### config.mk
export PLATFORM = sky130hd
export DESIGN_NAME = keypad_scanner
export DESIGN_NICKNAME = d
export VERILOG_FILES = /design/src/rtl/keypad_scanner.sv
export SDC_FILE = /design/constraint.sdc
export NUM_CORES = 1
export LEC_CHECK = 0
export ABC_AREA = 1
export CAP_MARGIN = 5
export CORE_MARGIN = 4
export CORE_UTILIZATION = 33
export DETAILED_ROUTE_END_ITERATION = 10
export GPL_TIMING_DRIVEN = 0
export SLEW_MARGIN = 20
export SYNTH_ARGS = -nofsm -noshare
export SYNTH_HDL_FRONTEND = slang
export SYNTH_SLANG_ARGS = --single-unit
### constraint.sdc
create_clock -name clk -period 1.5 [get_ports clk]
set_input_delay 0.3 -clock clk [delete_from_list [all_inputs] [get_ports clk]]
set_output_delay 0.3 -clock clk [all_outputs]
set_load 0.1 [all_outputs]
### src/rtl/keypad_scanner.sv
// keypad_scanner: scans a 4x4 active-low matrix keypad one row at a time,
// debounces whole 16-key snapshots and reports clean single-key presses.
//
// Output protocol: key_valid is a one-cycle strobe with no back-pressure
// (there is no ready). key_code is updated on the same edge that raises
// key_valid and holds otherwise; key_down is a level that tracks whether the
// debounced snapshot has any key pressed.
module keypad_scanner #(
    parameter int SCAN_DIV       = 1000,
    parameter int DEBOUNCE_SCANS = 8
) (
    input  logic       clk,
    input  logic       rst,
    output logic [3:0] row,
    input  logic [3:0] col,
    output logic       key_valid,
    output logic [3:0] key_code,
    output logic       key_down
);

    localparam int DIV_W = (SCAN_DIV > 1) ? $clog2(SCAN_DIV) : 1;
    localparam int CNT_W = (DEBOUNCE_SCANS > 1) ? $clog2(DEBOUNCE_SCANS) : 1;
    localparam logic [DIV_W-1:0] DIV_LAST = DIV_W'(SCAN_DIV - 1);
    localparam logic [CNT_W-1:0] CNT_LAST = CNT_W'(DEBOUNCE_SCANS - 1);

    // Column synchronizer
    logic [3:0] col_m;
    logic [3:0] col_s;

    // Row scan timing
    logic [DIV_W-1:0] div;
    logic [1:0]       row_idx;
    logic [1:0]       row_idx_next;
    logic             sample_now;

    // Snapshot assembly and debounce
    logic [15:0]      cur_snap;
    logic             snap_done;
    logic [15:0]      prev_snap;
    logic [CNT_W-1:0] stable_cnt;
    logic [CNT_W-1:0] cnt_next;
    logic [15:0]      debounced;

    // Event decode
    logic       accept;
    logic       single_key;
    logic       press_event;
    logic [3:0] hot_idx;

    // Two-flop synchronizer; the keypad columns idle high (pulled up).
    always_ff @(posedge clk) begin
        if (rst) begin
            col_m <= 4'b1111;
            col_s <= 4'b1111;
        end else begin
            col_m <= col;
            col_s <= col_m;
        end
    end

    // A row is sampled on the last cycle of its dwell period, giving the
    // row lines and the synchronizer time to settle after the row switch.
    always_comb begin
        sample_now   = (div == DIV_LAST);
        row_idx_next = row_idx + 2'd1;
    end

    // Dwell counter and row selection; row is registered so it never glitches.
    always_ff @(posedge clk) begin
        if (rst) begin
            div     <= '0;
            row_idx <= 2'd0;
            row     <= 4'b1110;
        end else if (sample_now) begin
            div     <= '0;
            row_idx <= row_idx_next;
            row     <= ~(4'b0001 << row_idx_next);
        end else begin
            div <= div + 1'b1;
        end
    end

    // Capture the active row's columns into the snapshot; flag the scan
    // complete after row 3 so the full snapshot is judged on the next cycle.
    always_ff @(posedge clk) begin
        if (rst) begin
            cur_snap  <= 16'h0000;
            snap_done <= 1'b0;
        end else begin
            snap_done <= sample_now && (row_idx == 2'd3);
            if (sample_now) begin
                case (row_idx)
                    2'd0:    cur_snap[3:0]   <= ~col_s;
                    2'd1:    cur_snap[7:4]   <= ~col_s;
                    2'd2:    cur_snap[11:8]  <= ~col_s;
                    default: cur_snap[15:12] <= ~col_s;
                endcase
            end
        end
    end

    // Debounce decision: count consecutive identical snapshots and accept
    // once the count reaches its saturation value.
    always_comb begin
        cnt_next = '0;
        if (cur_snap == prev_snap) begin
            cnt_next = (stable_cnt == CNT_LAST) ? CNT_LAST : stable_cnt + 1'b1;
        end
        accept = snap_done && (cnt_next == CNT_LAST);
    end

    // A press event is a transition out of the all-released state into a
    // snapshot with exactly one key; rollover and chords never qualify.
    always_comb begin
        single_key  = (cur_snap != 16'h0000) &&
                      ((cur_snap & (cur_snap - 16'd1)) == 16'h0000);
        press_event = accept && (cur_snap != debounced) &&
                      (debounced == 16'h0000) && single_key;
    end

    // Encode the key index; only meaningful when exactly one bit is set.
    always_comb begin
        hot_idx = 4'd0;
        for (int i = 0; i < 16; i++) begin
            if (cur_snap[i]) begin
                hot_idx = 4'(i);
            end
        end
    end

    // Debounce state and registered outputs.
    always_ff @(posedge clk) begin
        if (rst) begin
            prev_snap  <= 16'h0000;
            stable_cnt <= '0;
            debounced  <= 16'h0000;
            key_valid  <= 1'b0;
            key_code   <= 4'd0;
            key_down   <= 1'b0;
        end else begin
            key_valid <= press_event;
            if (snap_done) begin
                prev_snap  <= cur_snap;
                stable_cnt <= cnt_next;
            end
            if (accept) begin
                debounced <= cur_snap;
                key_down  <= (cur_snap != 16'h0000);
            end
            if (press_event) begin
                key_code <= hot_idx;
            end
        end
    end

endmodule

Word-level counts from Yosys, hierarchy flattened

Index checks and enable logic that the tools add are counted.

Register bits: 82
Logic and storage cells: 66

Add/subtract/negate cells: 4
Equality and inequality tests: 8
Shift-type cells: 1
Multiplexer cells: 17
Bitwise operators: 4
Reductions and logical operators: 16

Operators by type and width:

| operator                | count |
|---|---|
| $mux W4                 | 14 |
| $logic_not A16 Y1       | 2 |
| $and A16 B16 Y16        | 1 |
| $eq A16 B16 Y1          | 1 |
| $ne A16 B16 Y1          | 1 |
| $reduce_bool A16 Y1     | 1 |
| $sub A16 B1 Y16 const B | 1 |
| $add A10 B1 Y10 const B | 1 |
| $eq A10 B10 Y1 const B  | 1 |
| $not A4 Y4              | 2 |
| $reduce_and A2 Y1       | 4 |
| $eq A3 B3 Y1 const B    | 2 |
| $logic_and A1 B1 Y1     | 6 |
| $mux W3                 | 2 |
| $eq A2 B2 Y1 const B    | 2 |
| $shl A1 B2 Y4 const A   | 1 |
| $add A3 B1 Y3 const B   | 1 |
| $reduce_or A3 Y1        | 1 |
| $add A2 B1 Y2 const B   | 1 |
| $eq A2 B1 Y1 const B    | 1 |
| $logic_not A2 Y1        | 1 |
| $reduce_or A2 Y1        | 1 |
| $mux W1                 | 1 |
| $not A1 Y1              | 1 |

Depth between registers and ports, before layout

Gate-level depths: netlist of run 1.

Depth after elaboration: 15
Mapped depth: 15
Depth with buffers taken out: 15

Least setup slack after synthesis of run 1

OpenSTA, ideal clock, no wires.

Path kind: register to register
From: register cur_snap[5]
To: register debounced[10]
Arrival time: 1.557 ns
Required time: 1.379 ns
Path slack: -0.177 ns
Stages on the path, launching flop included: 10
Cells stage by stage: dfxtp_1 -> clkbuf_1 -> xor2_1 -> nor2_1 -> nand2_1 -> nor2_4 -> nand4_4 -> nor2_4 -> buf_4 -> a21oi_2

Cells in the longest elaborated chain, start to end: 4

Ends and longest elaborated chain:

| item                   | RTL line | text |
|---|---|---|
| from (decl)            | 37       | `logic [15:0] cur_snap;` |
| from (signal assigned) | 94       | `2'd1: cur_snap[7:4] <= ~col_s;` |
| $eq A16 B16 Y1         | 106      | `if (cur_snap == prev_snap) begin` |
| $mux W3                | 106      |  |
| $eq A3 B3 Y1           | 109      | `accept = snap_done && (cnt_next == CNT_LAST);` |
| $logic_and A1 B1 Y1    | 109      |  |
| to (signal assigned)   | 147      | `debounced <= cur_snap;` |
| to (decl)              | 42       | `logic [15:0] debounced;` |

Every way passes these cells.
A chain may end at the register's enable or synchronous reset.

Worst setup path after layout of run 1

From: register cur_snap[11]
To: register key_code[1]

Cells in the longest elaborated chain, start to end: 7
Elaborated cells between the ends (all ways): 18
Classes of those cells: 1 x add/sub; 3 x eq/ne; 6 x mux; 1 x bitwise; 7 x reduce/logical

Ends and longest elaborated chain:

| item                                                                    | RTL line | text |
|---|---|---|
| from (signal assigned)                                                  | 95       | `2'd2: cur_snap[11:8] <= ~col_s;` |
| parallel branches: the longest is 7 deep, another holds $sub A16 B1 Y16 | -        |  |
| to (signal assigned)                                                    | 151      | `key_code <= hot_idx;` |
| to (decl)                                                               | 17       | `output logic [3:0] key_code,` |

Several ways; the timed one is not identified.

==> results of run 1 <==
## layer usage
layer  share of wire  vias to the layer above  track usage
li1                -                     1896            -
met1            0.48                     1712        0.209
met2            0.46                       78        0.257
met3           0.043                       19       0.0221
met4           0.020                        0       0.0657
met5               0                        -            0
## power by group
part	internal [W]	switching, W	leakage, nW
combinational	0.0000421	0.0000571	1.43
clock	0.00135	0.000934	0.146
sequential	0.00218	0.0000139	0.676
## stage by stage
| stage | cells | hold slack [ns] | area, sq um | TNS (ns) | utilization |
|---|---|---|---|---|---|
| final | 763 | 0.406 | 5140 | -6.26 | 0.447 |
| after global routing | 763 | 0.426 | 5140 | -10.64 | 0.447 |
| after CTS | 756 | 0.407 | 5000 | -6.08 | 0.435 |
| after detailed placement | 714 | 0.392 | 4350 | -45.21 | 0.378 |
| after global placement | 714 | 0.390 | 4350 | -45.32 | 0.378 |
| after floorplan | 556 | 0.384 | 4030 | -2.09 | - |
## timing repair
action | in CTS | in global routing
setup buffers | 25 | 9
gates resized for setup | 115 | 32
setup endpoints to repair | 82 | 68
cloned | 2 | 0
pin swaps | 25 | 10
## placed cells by master (no fill, tap or decap), types with 7 or more instances in the layout
cell type and n:
ha_1 7, dfxtp_4 10, a21oi_1 40, nand2_1 138
buf_4 32, a21oi_2 18, inv_1 54, nand3_1 8
dfxtp_1 61, nor2_4 14, o21ai_2 13, xor2_1 9
nor2_2 9, dfxtp_2 11, nor2_1 49, buf_2 11
clkbuf_16 9, or2_2 8, o21ai_0 37
## cells by family after synthesis
group,after synthesis,share of synthesized area
buffers and inverters,84,0.0863
DFF,82,0.418
adders and majority gates,8,0.0255
and+or+nand+nor,249,0.272
xor gates and xnor gates,9,0.0201
AOI/OAI and AO/OA,124,0.178
## final cells by class
| cell class | instances | area share |
|---|---|---|
| Clock inverter | 6 | 0.0139 |
| Tap cell | 143 | 0.0348 |
| Inverter | 66 | 0.0528 |
| Multi-Input combinational cell | 391 | 0.423 |
| Buffer | 15 | 0.0214 |
| Sequential cell | 82 | 0.329 |
| Clock buffer | 10 | 0.0465 |
| Timing Repair Buffer | 50 | 0.0788 |
## sequential cells by signal (all words and copies together) (netlist names)
name        count
col_m           4
col_s           4
cur_snap       16
debounced      16
div            10
key_code        4
key_down        1
key_valid       1
prev_snap      16
row             4
row_idx         2
snap_done       1
stable_cnt      3
## worst register-to-register path, delay by kind of cell (launching register included)
family	cells	cell delay, ns
AOI/OAI and AO/OA	1	0.16
buffers and inverters	1	0.13
xor gates and xnor gates	1	0.15
DFF	1	0.37
and+or+nand+nor	7	0.89
## worst paths after layout
path / to / slack, ns / cells past startpoint
worst max-delay path: key_code[1]$_SDFFE_PP0P_ / -0.30 / 10
worst min register to register: col_s[0]$_SDFF_PP1_ / 0.41 / 1
worst max register to register: key_code[1]$_SDFFE_PP0P_ / -0.30 / 10
worst min-delay path: col_s[0]$_SDFF_PP1_ / 0.41 / 1
==> metrics, run 1 <==
status=finished with violations; failing checks=negative setup slack; synth-to-layout area growth=31.0%; Synth cell types=33; Starting DRT DRC Count=around 250; antenna-violating nets left=0; core area=around 0.012 sq mm; DRC=0; Reg clk slew, reported paths=approximately 0.060 ns; Final Hold Vio Count=0; top cells by area, synth=dfxtp_1, nand2_1, nor2_1; area of the multi-input gates=roughly 0.0022 sq mm; die area=between 0.01 and 0.015 sq mm; syn_area_per_cell=7.06 sq um; vias per cell=a little under 5; Hold Buf Count CTS=0; Num CTS Buffers=9; CP startpoint=cur_snap[11]$_SDFFE_PP0P_; min Tclk post-route=roughly 1.8 ns; largest net degree at the start of global routing=16; WP buf/inv=1; critical path's largest stage delay=around 0.37 ns; clock latency on the worst-skew pair=approximately 0.34 ns; max capacitance violation total=0; worst path cell trace=xor2_1 -> nor2_1 -> nand2_1 -> nor2_4 -> nand4_4 -> nor2_4 -> buf_6 -> nand3_4 -> o21bai_1 -> nor2_1; storage element area=~0.0017 sq mm; measured slew at the worst slew-check pin=0.777 ns; Hold Path Class=flip-flop to flip-flop; post-synthesis async set-or-reset flop share=0; CTS tree=done; arrival time at the worst endpoint=2.04 ns; critical path type=flip-flop to flip-flop; CP max stage cell=dfxtp_4; Fill cells=around 1200; Slew HR=0.482; clock tree buffer depth=2; CTS Sinks=just over 80; IO Count=16; Syn Nets=between 500 and 600; worst IR drop on VDD=approximately 0.76 mV; H-tree levels=3; nets=roughly 630; CP delay by family, top=simple AND/OR/NAND/NOR gates; Crit path required time=about 1.7 ns; Routed Wire Length=10300 microns; initial antenna violation count=0; post-route setup slack=-0.303 ns; num rows=39; Pwr Total=0.00457 W; WL/cell=between 10 and 15 microns; RR Startpoint=cur_snap[11]$_SDFFE_PP0P_; area leader, netlist=dfxtp_1; Final setup viols=23; Synth top area share=0.418; Placer Congestion=a little under 0.9; Post-synth EDFFs=0; Seq cells post-synth=82; Die W=around 120 microns; number of global-route vias before repair=between 3000 and 4000; dpl hpwl=6960 microns; ys flop type=dfxtp_1; RSZ-0062 raised after global routing=true; CP max FO=6; DR vias=3705; f_max=between 500 and 600 MHz; PortBufs=15; clock skew=0.0110 ns; initial core utilization=0.341; fin. max-slew vios=0; pre-CTS setup slack=-0.806 ns; global-route wire length before repair=16800 microns; Syn Inst Count=~560; pwr/cell area=between 800 and 900 mW/mm^2; static leakage=between 2 and 2.5 nW; GRT Util Overall=0.157; Yosys Warn Count=0; Tcrit/Tclk final=1.20; startpoint types=flip-flop; register area share after synthesis=0.418; synthesized cell area=about 0.0039 sq mm; global route total overflow=0; n_diodes=0; Post-synth top cells=nand2_1, dfxtp_1, nor2_1; First-pass DRT Iterations=5; layout cells sized above 1=0.292; Die Y=roughly 120 microns; CTS root buffer=clkbuf_16; top-count cell post-synth=nand2_1; min-delay src=col_m[0]$_SDFF_PP1_; crit end category=flip-flop
(Power assumes the default switching activity.)
==> run 2: changes to the inputs <==
ABC_AREA = default   (was 1)
CORE_ASPECT_RATIO = 1.75   (was default)
CTS_CLUSTER_SIZE = 20   (was default)
==> run 2 against run 1 <==
Against the previous run:
- the flow still finishes with violations (negative setup slack)
- clock skew shrank 0.0053 ns
- sequential share of layout area grew 1.7 points
- clock power shrank 12%
- critical path depth shrank 4
- critical endpoint is now key_code[2]$_SDFFE_PP0P_
- non-clock buffer count grew 1
- synthesized cell count shrank 23%
- combinational power shrank 9.2%
- synthesized area shrank 8.1%
- core utilization grew 0.55 points
==> metrics, run 2 <==
status=finished with violations; failing checks=negative setup slack; clock tree buffer depth=2 (unchanged); DR vias=3138 (-15%); clock latency on the worst-skew pair=0.33 ns (about the same); Num CTS Buffers=9 (unchanged); reg2reg setup slack=-0.75 ns (-0.44 ns); min Tclk post-route=2.25 ns (+0.445 ns); fin. max-slew vios=0 (unchanged); top cells by area, synth=dfxtp_1, o21ai_0, nor2_1; Internal=0.00338 W (-5.4%); DRC=0 (unchanged); Reg2Reg Depth=6 (-4); RR Startpoint=cur_snap[3]$_SDFFE_PP0P_; antenna-violating nets left=0 (unchanged); top-count cell post-synth=dfxtp_1; Fin Hold WS=0.401 ns (-0.00505 ns); num rows=50 (+28%); CTS root buffer=clkbuf_16; dpl hpwl=6530 microns (-6.1%); Crit path required time=1.70 ns (-0.04 ns); vias per cell=5.18 (+6.6%); hold path endpoint=col_s[0]$_SDFF_PP1_; most common cell after layout, fill and taps aside=dfxtp_1; syn_area_per_cell=8.40 sq um (+19%); pwr/cell area=889 mW/mm^2 (about the same); H-tree levels=3 (unchanged); arrival time at the worst endpoint=2.44 ns (+0.40 ns); Reg clk slew, reported paths=0.06 ns (about the same); CTS tree=done; setup TNS=-12.99 ns (-6.74 ns); initial core utilization=0.338 (-0.00350); nets=486 (-23%); Syn Nets=444 (-22%); Final Hold Vio Count=0 (unchanged); Syn Inst Count=430 (-23%); Synth top area share=0.455 (+0.0366); WHS Path Cells=1 (unchanged); Post-synth EDFFs=0 (unchanged); IO Count=16 (unchanged); measured slew at the worst slew-check pin=0.729 ns (-0.0480 ns); Final setup viols=35 (+52%); Net Switching=0.000925 W (-7.9%); CTS Sinks=82 (unchanged); Tcrit/Tclk final=1.50 (+0.296); met1 GRT Util=0.157 (-0.0525); largest net degree at the start of global routing=14 (-2); Starting DRT DRC Count=176 (-29%); RSZ-0062 raised after global routing=true; Routed Wire Length=9690 microns (-6.0%); clock share of power=0.467 (-0.032); Post-synth top cells=dfxtp_1, nor2_1, o21ai_0; max capacitance violation total=0 (unchanged); post-synthesis async set-or-reset flop share=0 (unchanged); critical path type=flip-flop to flip-flop; Critical R2R Capture=key_code[2]$_SDFFE_PP0P_; core area=0.0107 sq mm (-7.1%); Yosys Warn Count=0 (unchanged); synth-to-layout area growth=34.0%; sw frac=0.215 (-0.00472); initial antenna violation count=0 (unchanged); min-delay src=col_m[0]$_SDFF_PP1_; die area=0.0127 sq mm (-7.0%); GR Util met2=0.301 (+0.0443); static leakage=1.90 nW (-16%); crit end category=flip-flop; global route total overflow=0 (unchanged); Placer Congestion=0.830 (-4.8%); WL/cell=16.0 microns (+18%); area leader, netlist=dfxtp_1; Die W=87.1 microns (-26%); routing usage on met3=0.0390 (+0.0169); PortBufs=14 (-1); n_diodes=0 (unchanged); Hold Buf Count CTS=0 (unchanged); number of global-route vias before repair=3107 (-11%); combinational share of power=0.021 (about the same); Top Registers=cur_snap (16), debounced (16), prev_snap (16); Hold Path Class=flip-flop to flip-flop; busiest layer in global routing=met2; worst IR drop on VDD=0.694 mV (-8.6%); post-route setup slack=-0.748 ns (-0.445 ns); Placed Area=0.00402 sq mm (-7.7%); commonest cells after routing, fill and taps aside=dfxtp_1, nor2_1, o21ai_1, nand2_1, mux2i_1; synthesized cell area=0.00361 sq mm (-8.1%); Synth cell types=41 (+24%); First-pass DRT Iterations=4 (-1); layout cells sized above 1=0.349 (+0.0568); global-route wire length before repair=15600 microns (-7.0%); Seq cells post-synth=82 (unchanged); cell area after layout=0.00484 sq mm (-6.0%); GRT Util Overall=0.160 (+0.00292); Die Y=146 microns (+25%); f_max=445 MHz (-20%); CP max FO=8 (+2); sequential share of power=0.512 (+0.033); clock skew=0.00568 ns (-0.00530 ns); Slew HR=0.514 (+0.0320); register area share after synthesis=0.455 (+0.0366); ys flop type=dfxtp_1; startpoint types=flip-flop
run 2: repair_timing:
item,CTS,global route
buffers inserted,20,7
gates cloned,4,1
pin swaps,29,29
endpoints found under the setup margin,81,57
gates resized for setup,134,83
run 2: stage by stage:
stage	std cells	setup slack, ns	power, W	utilization
final	606	-0.748	0.00430	0.452
after floorplan	430	-0.648	0.00230	-
after CTS	602	-0.773	0.00434	0.430
after detailed placement	574	-1.45	0.00233	0.376
after global placement	574	-1.43	0.00233	0.376
after global routing	606	-0.826	0.00448	0.452
run 2: power groups by stage:
stage | clock network (W) | logic [W] | registers (W)
2_1_floorplan | 0 | 0.0000480 | 0.00225
3_3_place_gp | 0 | 0.0000778 | 0.00226
3_5_place_dp | 0 | 0.0000784 | 0.00226
4_1_cts | 0.00206 | 0.0000816 | 0.00221
5_1_grt | 0.00217 | 0.000102 | 0.00220
6_report | 0.00201 | 0.0000901 | 0.00220
run 2: cell families after synthesis:
kind of cell / after synthesis / synth area share
flops: 82 / 0.455
compound gates: 94 / 0.152
xor+xnor: 23 / 0.0558
buf+inv: 44 / 0.0506
simple gates: 162 / 0.212
fa+ha+maj: 8 / 0.0277
mux: 17 / 0.0471
run 2: worst max-delay path, stage by stage (launching register included):
cell and delay, ns:
dfxtp_2 0.34, or4_4 0.64, or2_4 0.29, o32a_4 0.20, a2111o_1 0.40, o21ai_1 0.17, a21oi_1 0.08
run 2: worst max-delay path by stage:
stage	from	end	slack (ns)	cells past startpoint
6_report	cur_snap[3]$_SDFFE_PP0P_	key_code[2]$_SDFFE_PP0P_	-0.75	6
5_1_grt	cur_snap[3]$_SDFFE_PP0P_	key_code[2]$_SDFFE_PP0P_	-0.83	6
4_1_cts	cur_snap[0]$_SDFFE_PP0P_	key_code[0]$_SDFFE_PP0P_	-0.77	6
3_5_place_dp	cur_snap[13]$_SDFFE_PP0P_	debounced[8]$_SDFFE_PP0P_	-1.45	8
3_3_place_gp	cur_snap[13]$_SDFFE_PP0P_	debounced[9]$_SDFFE_PP0P_	-1.43	8
2_1_floorplan	cur_snap[3]$_SDFFE_PP0P_	key_code[3]$_SDFFE_PP0P_	-0.65	8
run 2: final cells by class:
| cell class | count | area, sq um |
|---|---|---|
| well taps | 130 | 163 |
| repair buffers | 43 | 373 |
| fillers | 1015 | 5860 |
| flip-flops and latches | 82 | 1670 |
| clock inverters | 4 | 28.8 |
| inverters | 7 | 26.3 |
| clock buffers | 11 | 243 |
| multi-input cells | 306 | 2150 |
| plain buffers | 23 | 176 |
run 2: metal layers:
metal | up-vias | share of wire
met4 | 0 | 0.040
met2 | 62 | 0.58
li1 | 1563 | -
met1 | 1489 | 0.35
met5 | - | 0
met3 | 24 | 0.027
